===== src/rtl/mem_port_arbiter.sv =====
// Round-robin arbiter sharing one fixed-latency single-port memory between
// the instruction-fetch and load/store requesters. One transaction in flight at a time.
module mem_port_arbiter #(
  parameter int ADDR_WIDTH  = 32,
  parameter int DATA_WIDTH  = 32,
  parameter int MEM_LATENCY = 1
) (
  input  logic                    clk,
  input  logic                    reset,
  input  logic                    fetch_req,
  input  logic [ADDR_WIDTH-1:0]   fetch_addr,
  output logic                    fetch_ack,
  output logic [DATA_WIDTH-1:0]   fetch_rdata,
  input  logic                    data_req,
  input  logic                    data_we,
  input  logic [ADDR_WIDTH-1:0]   data_addr,
  input  logic [DATA_WIDTH-1:0]   data_wdata,
  input  logic [DATA_WIDTH/8-1:0] data_wstrb,
  output logic                    data_ack,
  output logic [DATA_WIDTH-1:0]   data_rdata,
  output logic                    mem_en,
  output logic                    mem_we,
  output logic [ADDR_WIDTH-1:0]   mem_addr,
  output logic [DATA_WIDTH-1:0]   mem_wdata,
  output logic [DATA_WIDTH/8-1:0] mem_wstrb,
  input  logic [DATA_WIDTH-1:0]   mem_rdata,
  output logic                    busy
);

  localparam int STRB_WIDTH = DATA_WIDTH / 8;
  localparam int CNT_WIDTH  = 4;

  typedef enum logic [1:0] {IDLE, ACCESS, WAIT, DONE} state_t;
  typedef enum logic {GRANT_FETCH, GRANT_DATA} grant_t;

  state_t               state;
  state_t               next_state;
  grant_t               last_grant;
  grant_t               winner;
  logic [CNT_WIDTH-1:0] lat_cnt;
  logic                 grant_fetch;
  logic                 grant_data;

  always_ff @(posedge clk) begin
    if (reset) begin
      state <= IDLE;
    end else begin
      state <= next_state;
    end
  end

  // Collisions go to the side that did not win last time, so neither starves.
  always_comb begin
    next_state  = state;
    grant_fetch = 1'b0;
    grant_data  = 1'b0;
    case (state)
      IDLE: begin
        if (fetch_req && data_req) begin
          if (last_grant == GRANT_FETCH) grant_data = 1'b1;
          else                           grant_fetch = 1'b1;
        end else if (fetch_req) begin
          grant_fetch = 1'b1;
        end else if (data_req) begin
          grant_data = 1'b1;
        end
        if (grant_fetch || grant_data) next_state = ACCESS;
      end
      ACCESS:  next_state = mem_we ? DONE : WAIT;
      WAIT:    if (lat_cnt == '0) next_state = DONE;
      DONE:    next_state = IDLE;
      default: next_state = IDLE;
    endcase
  end

  always_ff @(posedge clk) begin
    if (reset) begin
      last_grant  <= GRANT_FETCH;
      winner      <= GRANT_FETCH;
      lat_cnt     <= '0;
      mem_en      <= 1'b0;
      mem_we      <= 1'b0;
      mem_addr    <= '0;
      mem_wdata   <= '0;
      mem_wstrb   <= '0;
      fetch_ack   <= 1'b0;
      data_ack    <= 1'b0;
      fetch_rdata <= '0;
      data_rdata  <= '0;
    end else begin
      mem_en    <= 1'b0;
      fetch_ack <= 1'b0;
      data_ack  <= 1'b0;

      if (grant_fetch) begin
        mem_en     <= 1'b1;
        mem_we     <= 1'b0;
        mem_addr   <= fetch_addr;
        mem_wdata  <= '0;
        mem_wstrb  <= {STRB_WIDTH{1'b1}};
        winner     <= GRANT_FETCH;
        last_grant <= GRANT_FETCH;
      end else if (grant_data) begin
        mem_en     <= 1'b1;
        mem_we     <= data_we;
        mem_addr   <= data_addr;
        mem_wdata  <= data_wdata;
        mem_wstrb  <= data_we ? data_wstrb : {STRB_WIDTH{1'b1}};
        winner     <= GRANT_DATA;
        last_grant <= GRANT_DATA;
      end

      if (state == ACCESS) begin
        mem_we  <= 1'b0;
        lat_cnt <= CNT_WIDTH'(MEM_LATENCY - 1);
      end

      // Read data is captured exactly MEM_LATENCY cycles after the ACCESS cycle.
      if (state == WAIT) begin
        if (lat_cnt == '0) begin
          if (winner == GRANT_FETCH) fetch_rdata <= mem_rdata;
          else                       data_rdata  <= mem_rdata;
        end else begin
          lat_cnt <= lat_cnt - 1'b1;
        end
      end

      if (next_state == DONE) begin
        if (winner == GRANT_FETCH) fetch_ack <= 1'b1;
        else                       data_ack  <= 1'b1;
      end
    end
  end

  assign busy = (state != IDLE);

endmodule


===== config.mk =====
export PLATFORM = sky130hd
export DESIGN_NAME = mem_port_arbiter
export DESIGN_NICKNAME = d
export VERILOG_FILES = /design/src/rtl/mem_port_arbiter.sv
export SDC_FILE = /design/constraint.sdc
export NUM_CORES = 1
export LEC_CHECK = 0
export ABC_AREA = 1
export CAP_MARGIN = 20
export CORE_ASPECT_RATIO = 0.5
export CORE_UTILIZATION = 41
export CTS_CLUSTER_SIZE = 40
export DETAILED_ROUTE_END_ITERATION = 8
export PLACE_DENSITY = 0.81
export SLEW_MARGIN = 0
export SYNTH_ARGS = -nofsm -noshare
export SYNTH_HDL_FRONTEND = slang
export SYNTH_SLANG_ARGS = --single-unit
export TNS_END_PERCENT = 30

===== constraint.sdc =====
create_clock -name clk -period 1.65 [get_ports clk]
set_input_delay 0.165 -clock clk [delete_from_list [all_inputs] [get_ports clk]]
set_output_delay 0.165 -clock clk [all_outputs]
set_load 0.005 [all_outputs]

==> Flow_metrics.wiki, run 1 <==
{| class="wikitable"
! Metric !! Value
|-
| Worst slew margin || 54.3%
|-
| Flops & latches, synth || 143
|-
| Antenna violation net count after detailed routing || 0
|-
| Maximum frequency from static timing analysis || 631 MHz
|-
| Period utilization || 96.1%
|-
| Hold worst-path end || mem_wdata[30]$_SDFFE_PP0P_
|-
| Accumulated negative setup slack || 0 ns
|-
| Combinational family with the most area after synthesis || simple AND/OR/NAND/NOR gates
|-
| Clock tree root buffer cell || sky130_fd_sc_hd__clkbuf_16
|-
| Count of port buffers added during placement || 273
|-
| Die Y-Extent || 84.6 um
|-
| Gate family responsible for the most delay along the worst path || buffers and inverters
|-
| Fraction of layout instances using a drive strength above 1 || 6.21%
|-
| Total DRC errors in the routed layout || 0
|-
| Kind of critical path || register to primary output
|-
| Count of inserted antenna diode cells || 0
|-
| Net Count, Synth || 922
|-
| Peak fanout along the critical path || 5
|-
| Peak-usage layer in the global routing report || met2
|-
| Number of levels in the clock H-tree || 4
|-
| Post-synthesis instance area || 5600 sq um
|-
| Finish-stage setup viols || 0
|-
| Most frequently used cell type in the post-synthesis netlist || sky130_fd_sc_hd__nand2_1
|-
| Global-route track usage on met2 || 41.6%
|-
| Post-Synth XOR/XNOR Area || 0.157%
|-
| Worst Max-Slew Pin Slew || 0.686 ns
|-
| Capturing element type of the critical path || primary output
|-
| Area share of the leading cell type in the synthesized netlist || 51.2%
|-
| Setup repair after global routing missed its margin || false
|-
| Maximum root-to-sink buffer count || 2
|-
| Final critical delay including setup and external delays || 1.58 ns
|-
| CP required || 1.48 ns
|-
| Fraction of registers with async set/reset || 0%
|-
| Layout net count || 1190
|-
| Die extent in x || 167 um
|-
| Drt pass-1 iters || 5
|-
| Area share of fa/ha/maj cells after synthesis || 0.894%
|-
| Final Wtd Congestion || 0.797
|-
| Hold depth || 3
|-
| CTS sink cnt || 143
|-
| Area growth from synthesis to layout || 64.0%
|-
| Via count of the routed design || 6007
|-
| Cell leakage power || 3.68 nW
|-
| Type of element launching the critical path || register
|-
| CTS tree || yes
|-
| WL/cell || 13.9 um
|-
| Wire length of the first global-routing pass || 26800 um
|-
| Yosys top cell by area || sky130_fd_sc_hd__dfxtp_1
|-
| Basic-gate share of the synthesized area counting and, or, nand and nor cells || 30.4%
|-
| Post-Place Cell Area || 8530 sq um
|-
| Source-to-sink clock delay at the later pin of the worst-skew pair || 0.41 ns
|-
| Crit path depth || 4
|-
| Unique masters post-synth || 20
|-
| Worst min-delay path category || input port to register
|-
| Hold_sp || data_wdata[30]
|-
| 1st-iter DRT viols || 400
|-
| Cells after DPL || 1199
|-
| R2R Path Start || state[0]$_SDFF_PP0_
|-
| Via density per instance || 4.88
|-
| Worst-case hold slack || 0.321 ns
|-
| Reg-to-reg critical path endpoint || mem_wdata[28]$_SDFFE_PP0P_
|-
| Least setup slack across all paths after layout || 0.0650 ns
|-
| Crit path buffers/inverters || 3
|-
| Met1 usage || 27.5%
|-
| Core Box Area || 13000 sq um
|-
| Number of pins with negative max-slew slack in the final report || 0
|-
| Overall overflow remaining after global route || 0
|-
| Top-level I/O count || 274
|-
| Run status || completed
|-
| Setup slack, reg-to-reg || 0.10 ns
|-
| Starting utilization of the core area || 43.1%
|-
| Multiplexer share of the synthesized area || 0%
|-
| Count of flip-flops with a built-in enable after synthesis || 0
|-
| Top cells by area in the synthesized netlist || sky130_fd_sc_hd__dfxtp_1 (51%), sky130_fd_sc_hd__nand2_1 (20%), sky130_fd_sc_hd__a21oi_1 (9.2%), sky130_fd_sc_hd__nor2_1 (5.1%), sky130_fd_sc_hd__nand3_1 (3.5%)
|-
| Met3 Use GR || 5.33%
|-
| Synthesis warning total || 0
|-
| Non-filler instance count after layout || 1232
|-
| Leading post-synthesis cells by instance count || sky130_fd_sc_hd__nand2_1 (304), sky130_fd_sc_hd__dfxtp_1 (143), sky130_fd_sc_hd__a21oi_1 (103)
|-
| Post-Syn Instances || 781
|-
| Fraction of the mapped netlist area in compound gates || 10.2%
|-
| Hpwl dp || 12000 um
|-
| Cells traversed along the worst timing path || inv_1 > ha_2 > inv_2 > dlygate4sd2_1
|-
| Summed area of non-filler cells in the final layout || 9170 sq um
|-
| Clock-pin slew of the registers on the worst-case setup and hold paths || 0.06 ns
|-
| Overall global routing resource usage || 23.5%
|-
| Antenna violations before repair || 0
|-
| Worst reg2reg path depth || 7
|-
| Routed WL || 17100 um
|-
| Part of the Yosys area used for sequential elements || 51.2%
|-
| Crit-path max cell delay || 0.31 ns
|-
| Syn Area/Cell || 7.16 sq um
|-
| Std cell rows || 29
|-
| Most common flop cell mapped by yosys || sky130_fd_sc_hd__dfxtp_1
|-
| Maximum number of pins on one net before global-route repair || 68
|-
| Overall die area || 14100 sq um
|-
| Peak supply drop || 835 uV
|-
| Vias in the first global route || 5564
|-
| Pwr Density || 1460 nW/um^2
|-
| Count of maximum capacitance violations || 0
|-
| Cts bufs inserted || 17
|-
| Final hold violation count || 0
|-
| Setup Slack @ Placement || 0.00981 ns
|-
| Cell with the biggest individual delay on the critical path || sky130_fd_sc_hd__dfxtp_1
|-
| Worst clock skew on the final layout || 0.00652 ns
|-
| Arrival time at the worst endpoint || 1.42 ns
|}
## state kept, by name, summed over array words and instances, names as in the netlist
| register | count |
|---|---|
| mem_addr | 32 |
| lat_cnt | 4 |
| winner | 1 |
| mem_en | 1 |
| data_rdata | 32 |
| mem_wstrb | 4 |
| data_ack | 1 |
| state | 2 |
| mem_wdata | 32 |
| mem_we | 1 |
| fetch_ack | 1 |
| fetch_rdata | 32 |
## placed cells by master, fill, tap and decap left out
cell type / netlist / final
sky130_fd_sc_hd__nand2_1: 304 / 304
sky130_fd_sc_hd__clkdlybuf4s50_1: 0 / 271
sky130_fd_sc_hd__dfxtp_1: 143 / 143
sky130_fd_sc_hd__a21oi_1: 103 / 103
sky130_fd_sc_hd__nor2_1: 76 / 76
sky130_fd_sc_hd__inv_1: 43 / 42
sky130_fd_sc_hd__nand3_1: 39 / 38
sky130_fd_sc_hd__clkbuf_16: 0 / 17
sky130_fd_sc_hd__buf_4: 12 / 14
sky130_fd_sc_hd__o21ai_0: 6 / 6
sky130_fd_sc_hd__buf_12: 0 / 6
sky130_fd_sc_hd__nor3_1: 5 / 5
sky130_fd_sc_hd__inv_6: 0 / 4
sky130_fd_sc_hd__clkinv_4: 0 / 3
sky130_fd_sc_hd__bufinv_16: 0 / 3
sky130_fd_sc_hd__clkinvlp_4: 0 / 3
sky130_fd_sc_hd__inv_2: 2 / 2
sky130_fd_sc_hd__nor2_2: 4 / 2
sky130_fd_sc_hd__nand3_2: 1 / 2
sky130_fd_sc_hd__nor2_4: 0 / 2
sky130_fd_sc_hd__nand4_1: 2 / 2
sky130_fd_sc_hd__ha_2: 0 / 2
sky130_fd_sc_hd__ha_1: 4 / 2
sky130_fd_sc_hd__clkinv_2: 0 / 2
sky130_fd_sc_hd__a21oi_4: 1 / 1
sky130_fd_sc_hd__a21oi_2: 1 / 1
sky130_fd_sc_hd__inv_4: 0 / 1
sky130_fd_sc_hd__xor2_1: 1 / 1
sky130_fd_sc_hd__and2_1: 1 / 1
sky130_fd_sc_hd__dlygate4sd3_1: 0 / 1
sky130_fd_sc_hd__dlygate4sd2_1: 0 / 1
sky130_fd_sc_hd__buf_6: 0 / 1
## timing repair
| item | 4_1_cts | 5_1_grt |
|---|---|---|
| pin swaps | 0 | 0 |
| hold buffers | 1 | 0 |
| buffers inserted | 0 | 0 |
| endpoints found under the hold margin | 2 | 0 |
| endpoints found under the setup margin | 1 | 92 |
| resized for setup | 3 | 6 |
## power breakdown
group | leakage [nW] | internal (mW) | switching [mW] | total, mW
combinational | 2.22 | 2.51 | 2.33 | 4.84
clock | 0.291 | 2.40 | 1.54 | 3.94
sequential | 1.17 | 4.24 | 0.417 | 4.66
total | 3.68 | 9.15 | 4.28 | 13.4
## cell type report
type,count,area [sq um]
well taps,170,213
fillers,1019,3820
clock inverters,15,184
flip-flops and latches,143,2860
repair buffers,294,2970
clock buffers,17,425
multi-input cells,548,2350
inverters,45,171
## layer usage
metal	vias up	part of all wire, %
met5	-	0
met4	0	3.1
met3	44	5.4
met2	206	50
met1	2776	42
li1	2981	-
## worst register-to-register path, cell delays in order, from the launching register on
cell and delay (ns):
sky130_fd_sc_hd__dfxtp_1 0.31, sky130_fd_sc_hd__inv_1 0.09, sky130_fd_sc_hd__ha_2 0.25, sky130_fd_sc_hd__nand2_1 0.08, sky130_fd_sc_hd__a21oi_2 0.24, sky130_fd_sc_hd__buf_4 0.27
sky130_fd_sc_hd__nand2_1 0.08, sky130_fd_sc_hd__a21oi_1 0.15
## how the worst max path moves through the flow
| stage | start | end | slack (ns) |
|---|---|---|---|
| after detailed placement | fetch_req | mem_wdata[7]$_SDFFE_PP0P_ | 0.01 |
| after CTS | lat_cnt[0]$_SDFF_PP0_ | data_rdata[17]$_SDFFE_PP0P_ | 0.04 |
| after global placement | fetch_req | mem_wdata[30]$_SDFFE_PP0P_ | 0.09 |
| final | state[0]$_SDFF_PP0_ | busy | 0.07 |
| after global routing | state[0]$_SDFF_PP0_ | mem_wdata[27]$_SDFFE_PP0P_ | 0.002 |
| after floorplan | state[0]$_SDFF_PP0_ | mem_addr[30]$_SDFFE_PP0P_ | 0.20 |
## stage by stage
stage / util, % / power, mW
3_3_place_gp: 65.7 / 9.40
5_1_grt: 70.6 / 14.2
6_report: 70.6 / 13.4
4_1_cts: 70.5 / 13.5
3_5_place_dp: 65.7 / 9.52
2_1_floorplan: - / 6.95
## cell families after synthesis
group                      after synthesis
xor gates and xnor gates                 1
and+or+nand+nor                        432
AOI/OAI and AO/OA                      111
adders and majority gates                4
buffers and inverters                   90
DFF                                    143
No activity file was read; power rests on OpenSTA's default activity.
==> run 2, diff against run 1 <==
--- a/config.mk
+++ b/config.mk
@@ -5,13 +5,12 @@
 export SDC_FILE = /design/constraint.sdc
 export NUM_CORES = 1
 export LEC_CHECK = 0
-export ABC_AREA = 1
 export CAP_MARGIN = 20
 export CORE_ASPECT_RATIO = 0.5
 export CORE_UTILIZATION = 41
 export CTS_CLUSTER_SIZE = 40
 export DETAILED_ROUTE_END_ITERATION = 8
-export PLACE_DENSITY = 0.81
+export PLACE_DENSITY = 0.8
 export SLEW_MARGIN = 0
 export SYNTH_ARGS = -nofsm -noshare
 export SYNTH_HDL_FRONTEND = slang
==> run 2 against run 1 <==
Cell count down 8.6%. Combinational power down 5.4%. Utilization up 0.35 points. Critical path type is now register to register. Largest cell class unchanged.
==> Flow_metrics.wiki, run 2 <==
{| class="wikitable"
! Metric !! Value
|-
| Leading cell types in the layout, fill and taps excluded || sky130_fd_sc_hd__clkdlybuf4s50_1 (272), sky130_fd_sc_hd__dfxtp_1 (140), sky130_fd_sc_hd__o21ai_0 (87)
|-
| Kind of critical path || register to register
|-
| Final critical delay including setup and external delays || 1.60 ns
|-
| Via density per instance || 5.43
|-
| Share of the core filled with cells || 71.0%
|-
| Number of pins with negative max-slew slack in the final report || 0
|-
| Leading post-synthesis cells by instance count || sky130_fd_sc_hd__dfxtp_1 (143), sky130_fd_sc_hd__o21ai_0 (87), sky130_fd_sc_hd__nand2_1 (59)
|-
| Maximum root-to-sink buffer count || 2
|-
| Setup Slack @ Placement || -0.0724 ns
|-
| Cts bufs inserted || 17
|-
| Sequential share of power || 33.9%
|-
| 1st-iter DRT viols || 404
|-
| Internal power component || 9.13 mW
|-
| Accumulated negative setup slack || 0 ns
|-
| Overall die area || 14700 sq um
|-
| Least setup slack across all paths after layout || 0.0542 ns
|-
| Total DRC errors in the routed layout || 0
|-
| Count of inserted antenna diode cells || 0
|-
| Cell with the biggest individual delay on the critical path || sky130_fd_sc_hd__dfxtp_1
|-
| Overall global routing resource usage || 26.5%
|-
| Post-Place Cell Area || 9030 sq um
|-
| Wire length of the first global-routing pass || 30600 um
|-
| Worst-case hold slack || 0.295 ns
|-
| CP required || 1.96 ns
|-
| Die Y-Extent || 86.4 um
|-
| Source-to-sink clock delay at the later pin of the worst-skew pair || 0.41 ns
|-
| CTS sink cnt || 143
|-
| Flops & latches, synth || 143
|-
| Net switching power of the design || 4.01 mW
|-
| Net Count, Synth || 792
|-
| Share of total power consumed by net switching || 30.5%
|-
| Starting utilization of the core area || 42.6%
|-
| Die extent in x || 171 um
|-
| Peak fanout along the critical path || 15
|-
| Vias in the first global route || 6001
|-
| WL/cell || 17.8 um
|-
| Finish-stage setup viols || 0
|-
| Hpwl dp || 13500 um
|-
| Count of flip-flops with a built-in enable after synthesis || 0
|-
| Pwr Total || 13.1 mW
|-
| Pwr Density || 1350 nW/um^2
|-
| Capturing element type of the critical path || register
|-
| Period utilization || 96.7%
|-
| Comb power frac || 34.8%
|-
| Fraction of layout instances using a drive strength above 1 || 10.7%
|-
| Synthesis warning total || 0
|-
| Count of port buffers added during placement || 273
|-
| Top cells by area in the synthesized netlist || sky130_fd_sc_hd__dfxtp_1 (49%), sky130_fd_sc_hd__o21ai_0 (7.5%), sky130_fd_sc_hd__mux2i_1 (5.5%), sky130_fd_sc_hd__a2111oi_0 (4.8%), sky130_fd_sc_hd__a211oi_1 (4.2%)
|-
| Worst slew margin || 69.3%
|-
| Top-level I/O count || 274
|-
| CTS tree || yes
|-
| Count of maximum capacitance violations || 0
|-
| Clock-pin slew of the registers on the worst-case setup and hold paths || 0.06 ns
|-
| Core Box Area || 13700 sq um
|-
| Fraction of registers with async set/reset || 0%
|-
| Cell leakage power || 3.61 nW
|-
| Part of the Yosys area used for sequential elements || 49.0%
|-
| Crit-path max cell delay || 0.33 ns
|-
| Setup bufs post-CTS || 0
|-
| Summed area of non-filler cells in the final layout || 9720 sq um
|-
| Final Wtd Congestion || 0.804
|-
| Cells traversed along the worst timing path || inv_1 > ha_2 > and4bb_4 > nand2b_1 > buf_4 > a31o_1
|-
| Routed WL || 20000 um
|-
| Unique masters post-synth || 39
|-
| Run status || completed
|-
| Post-Syn Instances || 651
|-
| Maximum number of pins on one net before global-route repair || 37
|-
| Worst Max-Slew Pin Slew || 0.449 ns
|-
| Peak supply drop || 794 uV
|-
| Area share of the leading cell type in the synthesized netlist || 49.0%
|-
| Via count of the routed design || 6109
|-
| Drt pass-1 iters || 4
|-
| Type of element launching the critical path || register
|-
| Worst min-delay path category || input port to register
|-
| Number of levels in the clock H-tree || 4
|-
| Area growth from synthesis to layout || 66.6%
|-
| Cells after DPL || 1093
|-
| Most frequently used cell type in the post-synthesis netlist || sky130_fd_sc_hd__dfxtp_1
|-
| Final hold violation count || 0
|-
| Most common flop cell mapped by yosys || sky130_fd_sc_hd__dfxtp_1
|-
| Yosys top cell by area || sky130_fd_sc_hd__dfxtp_1
|-
| Layout net count || 1062
|-
| Antenna violation net count after detailed routing || 0
|-
| Post-synthesis instance area || 5840 sq um
|-
| Syn Area/Cell || 8.97 sq um
|-
| Clock share of power || 31.3%
|-
| Non-filler instance count after layout || 1126
|-
| Antenna violations before repair || 0
|-
| Worst clock skew on the final layout || 0.0116 ns
|-
| Std cell rows || 30
|-
| Most frequent standard cell in the layout excluding fill and tap cells || sky130_fd_sc_hd__clkdlybuf4s50_1
|-
| Maximum frequency from static timing analysis || 627 MHz
|-
| Arrival time at the worst endpoint || 1.91 ns
|-
| Clock tree root buffer cell || sky130_fd_sc_hd__clkbuf_16
|-
| Overall overflow remaining after global route || 0
|}
## run 2: cell count changes in the layout (fill, tap and decap cells not counted), sizes merged, moves of 23 or more
cell / change
a211oi: +34
a2111oi: +32
a21oi: -71
o211ai: +23
o21ai: +86
nand2: -244
mux2i: +32
nor2: -74
## run 2: per-layer routing
metal,up-vias,wire length [um],global-route usage (%)
met4,0,746,13.1
met5,-,0,0
met3,53,1100,6.26
met2,234,9740,44.9
li1,2890,-,-
met1,2932,8430,31.8
## run 2: kinds of logic after synthesis
group / Yosys count / synth area share, %
adders and majority gates: 4 / 0.857
buffers and inverters: 104 / 7.52
and+or+nand+nor: 135 / 11.1
muxes: 34 / 5.87
AOI/OAI and AO/OA: 231 / 25.6
DFF: 143 / 49.0
## run 2: path summary, 6_finish.rpt
kind / from / end / slack, ns / cells past startpoint
hold reg to reg: data_rdata[30]$_SDFFE_PP0P_ / data_rdata[30]$_SDFFE_PP0P_ / 0.46 / 2
setup / recovery: lat_cnt[0]$_SDFF_PP0_ / fetch_rdata[27]$_SDFFE_PP0P_ / 0.05 / 6
hold / removal: fetch_addr[29] / mem_addr[29]$_SDFFE_PP0P_ / 0.29 / 3
setup reg to reg: lat_cnt[0]$_SDFF_PP0_ / fetch_rdata[27]$_SDFFE_PP0P_ / 0.05 / 6
## run 2: critical path: cells and delay by family (launching register included)
kind                       cells  cell delay [ns]
DFF                            1             0.33
AOI/OAI and AO/OA              1             0.22
and+or+nand+nor                2             0.39
adders and majority gates      1             0.23
buffers and inverters          2             0.32
## run 2: power by group through the flow
stage / registers, mW / clock network, mW / logic (mW)
2_1_floorplan: 4.52 / 0 / 1.73
5_1_grt: 4.52 / 4.32 / 4.92
3_5_place_dp: 4.49 / 0 / 4.44
6_report: 4.45 / 4.11 / 4.58
3_3_place_gp: 4.48 / 0 / 4.35
4_1_cts: 4.44 / 4.15 / 4.50
## run 2: what timing repair did
action / 4_1_cts / 5_1_grt
hold buffers: 0 / 0
resized for setup: 4 / 14
endpoints found under the setup margin: 3 / 50
endpoints found under the hold margin: 0 / 0
gates cloned: 0 / 1
## run 2: area by class of cell
type | instances | area (sq um)
Timing Repair Buffer | 316 | 3260
Clock buffer | 18 | 439
Clock inverter | 14 | 190
Tap cell | 192 | 240
Fill cell | 1014 | 3980
Sequential cell | 143 | 2870
Inverter | 39 | 148
Multi-Input combinational cell | 404 | 2580
==> run 3, diff against run 2 <==
--- a/config.mk
+++ b/config.mk
@@ -7,10 +7,10 @@
 export LEC_CHECK = 0
 export CAP_MARGIN = 20
 export CORE_ASPECT_RATIO = 0.5
-export CORE_UTILIZATION = 41
+export CORE_UTILIZATION = 40
 export CTS_CLUSTER_SIZE = 40
 export DETAILED_ROUTE_END_ITERATION = 8
-export PLACE_DENSITY = 0.8
+export PLACE_DENSITY = 0.78
 export SLEW_MARGIN = 0
 export SYNTH_ARGS = -nofsm -noshare
 export SYNTH_HDL_FRONTEND = slang
==> constraint.sdc (replaced) <==
create_clock -name clk -period 1.75 [get_ports clk]
set_input_delay 0.175 -clock clk [delete_from_list [all_inputs] [get_ports clk]]
set_output_delay 0.175 -clock clk [all_outputs]
set_load 0.005 [all_outputs]
==> run 3 against run 2 <==
Worst hold slack gained 0.0076 ns. Maximum frequency shrank 3.4%. Clock power shrank 13%. Via count shrank 2.0%. Largest cell class unchanged. Highest routed layer unchanged. Routed wire length shrank 5.8%.
==> Flow_metrics.wiki, run 3 (synthesis gave the netlist of run 2 again) <==
{| class="wikitable"
! Metric !! Value
|-
| Run status || completed
|-
| Core Box Area || 13900 sq um
|-
| WL/cell || 17.0 um
|-
| Maximum frequency from static timing analysis || 605 MHz
|-
| Comb power frac || 33.7%
|-
| Overall overflow remaining after global route || 0
|-
| Multi-input combinational cell area || 2550 sq um
|-
| Hold depth || 3
|-
| R2R Path Start || lat_cnt[0]$_SDFF_PP0_
|-
| Count of maximum capacitance violations || 0
|-
| Via count of the routed design || 5988
|-
| Register area || 2870 sq um
|-
| Vias in the first global route || 5677
|-
| Hpwl dp || 13100 um
|-
| Worst clock skew on the final layout || 0.0141 ns
|-
| Worst-case hold slack || 0.302 ns
|-
| 1st-iter DRT viols || 386
|-
| Total DRC errors in the routed layout || 0
|-
| Number of pins with negative max-slew slack in the final report || 0
|-
| Kind of critical path || register to register
|-
| Final hold violation count || 0
|-
| Leading cell types in the layout, fill and taps excluded || sky130_fd_sc_hd__clkdlybuf4s50_1 (272), sky130_fd_sc_hd__dfxtp_1 (141), sky130_fd_sc_hd__o21ai_0 (87)
|-
| Via density per instance || 5.38
|-
| Type of element launching the critical path || register
|-
| Area growth from synthesis to layout || 62.2%
|-
| Reg-to-reg critical path endpoint || data_rdata[18]$_SDFFE_PP0P_
|-
| Routed WL || 18900 um
|-
| Maximum root-to-sink buffer count || 2
|-
| Cell leakage power || 3.49 nW
|-
| Clock share of power || 30.3%
|-
| Period utilization || 94.4%
|-
| Cts bufs inserted || 17
|-
| Wire length of the first global-routing pass || 29600 um
|-
| Final critical delay including setup and external delays || 1.65 ns
|-
| Count of inserted antenna diode cells || 0
|-
| Most frequent standard cell in the layout excluding fill and tap cells || sky130_fd_sc_hd__clkdlybuf4s50_1
|-
| Clock tree root buffer cell || sky130_fd_sc_hd__clkbuf_16
|-
| Source-to-sink clock delay at the later pin of the worst-skew pair || 0.42 ns
|-
| Fillers || 1065
|-
| Overall die area || 15100 sq um
|-
| Worst min-delay path category || input port to register
|-
| Final Wtd Congestion || 0.808
|-
| Antenna violation net count after detailed routing || 0
|-
| Net switching power of the design || 3.76 mW
|-
| Count of hold-fix buffers inserted at cts || 0
|-
| Pwr Density || 1240 nW/um^2
|-
| CP required || 2.08 ns
|-
| Number of levels in the clock H-tree || 4
|-
| Hold worst-path end || mem_addr[23]$_SDFFE_PP0P_
|-
| Share of total power consumed by net switching || 31.9%
|-
| Arrival time at the worst endpoint || 1.98 ns
|-
| Setup slack, reg-to-reg || 0.1 ns
|-
| Antenna violations before repair || 0
|-
| Clock-pin slew of the registers on the worst-case setup and hold paths || 0.06 ns
|-
| Overall global routing resource usage || 24.6%
|-
| Drt pass-1 iters || 4
|-
| Finish-stage setup viols || 0
|-
| Die extent in x || 173 um
|-
| Share of the core filled with cells || 68.2%
|-
| Accumulated negative setup slack || 0 ns
|-
| Count of port buffers added during placement || 273
|-
| Worst reg2reg path depth || 6
|-
| Layout net count || 1048
|-
| Peak supply drop || 926 uV
|-
| Worst slew margin || 68.4%
|-
| Worst Max-Slew Pin Slew || 0.474 ns
|-
| Maximum number of pins on one net before global-route repair || 45
|-
| Peak fanout along the critical path || 22
|-
| Capturing element type of the critical path || register
|-
| Fraction of layout instances using a drive strength above 1 || 8.59%
|-
| Std cell rows || 30
|-
| CTS tree || yes
|-
| Die Y-Extent || 87.4 um
|-
| Sequential share of power || 36.0%
|-
| CTS sink cnt || 143
|-
| Top-level I/O count || 274
|-
| Hold_sp || fetch_addr[23]
|-
| Starting utilization of the core area || 42.0%
|-
| Internal power component || 8.00 mW
|}
-- run 3: worst max-delay path by stage --
stage / start / to / slack (ns)
final: lat_cnt[0]$_SDFF_PP0_ / data_rdata[18]$_SDFFE_PP0P_ / 0.1
after global routing: state[0]$_SDFF_PP0_ / data_rdata[18]$_SDFFE_PP0P_ / -0.001
after CTS: state[0]$_SDFF_PP0_ / fetch_rdata[21]$_SDFFE_PP0P_ / 0.04
after detailed placement: state[0]$_SDFF_PP0_ / fetch_rdata[20]$_SDFFE_PP0P_ / 0.05
after global placement: data_req / mem_addr[27]$_SDFFE_PP0P_ / 0.10
after floorplan: state[0]$_SDFF_PP0_ / data_rdata[10]$_SDFFE_PP0P_ / 0.22
-- run 3: metrics by stage --
step / area (sq um) / cells / setup slack (ns) / power (mW)
after floorplan: 5840 / 651 / 0.217 / 5.90
after global placement: 8880 / 1080 / 0.101 / 8.14
after detailed placement: 8880 / 1080 / 0.0491 / 8.23
after CTS: 9460 / 1112 / 0.0403 / 11.8
after global routing: 9470 / 1112 / -0.00109 / 12.4
final: 9470 / 1112 / 0.0981 / 11.8
-- run 3: metal layers --
metal  up-vias  wire (um)  part of all wire, %  track usage [%]
li1       2873          -                    -                -
met1      2841       8100                   43             30.0
met2       230       9110                   48             41.8
met3        44       1060                  5.6             5.45
met4         0        580                  3.1             11.9
met5         -          0                    0                0
-- run 3: area by class of cell --
class / count / share of cell area [%]
Clock buffer: 17 / 4.49
Clock inverter: 15 / 1.65
Inverter: 39 / 1.56
Multi-Input combinational cell: 404 / 26.9
Sequential cell: 143 / 30.3
Tap cell: 192 / 2.54
Timing Repair Buffer: 302 / 32.6
-- run 3: power groups by stage --
stage / combinational (mW) / clock [mW] / sequential [mW]
5_1_grt: 4.29 / 3.76 / 4.30
4_1_cts: 3.98 / 3.63 / 4.23
2_1_floorplan: 1.63 / 0 / 4.26
6_report: 3.97 / 3.56 / 4.23
3_3_place_gp: 3.88 / 0 / 4.27
3_5_place_dp: 3.95 / 0 / 4.28
-- run 3: worst max-delay path: stages (launching register included) --
cell and delay [ns]:
sky130_fd_sc_hd__dfxtp_1 0.33, sky130_fd_sc_hd__inv_1 0.08, sky130_fd_sc_hd__ha_1 0.26, sky130_fd_sc_hd__and4bb_4 0.28
sky130_fd_sc_hd__and2_1 0.17, sky130_fd_sc_hd__buf_12 0.21, sky130_fd_sc_hd__mux2i_1 0.23
-- run 3: repair_timing --
item,CTS,global route
hold endpoints to repair,0,0
resized for setup,2,3
endpoints found under the setup margin,1,35
setup buffers,0,0
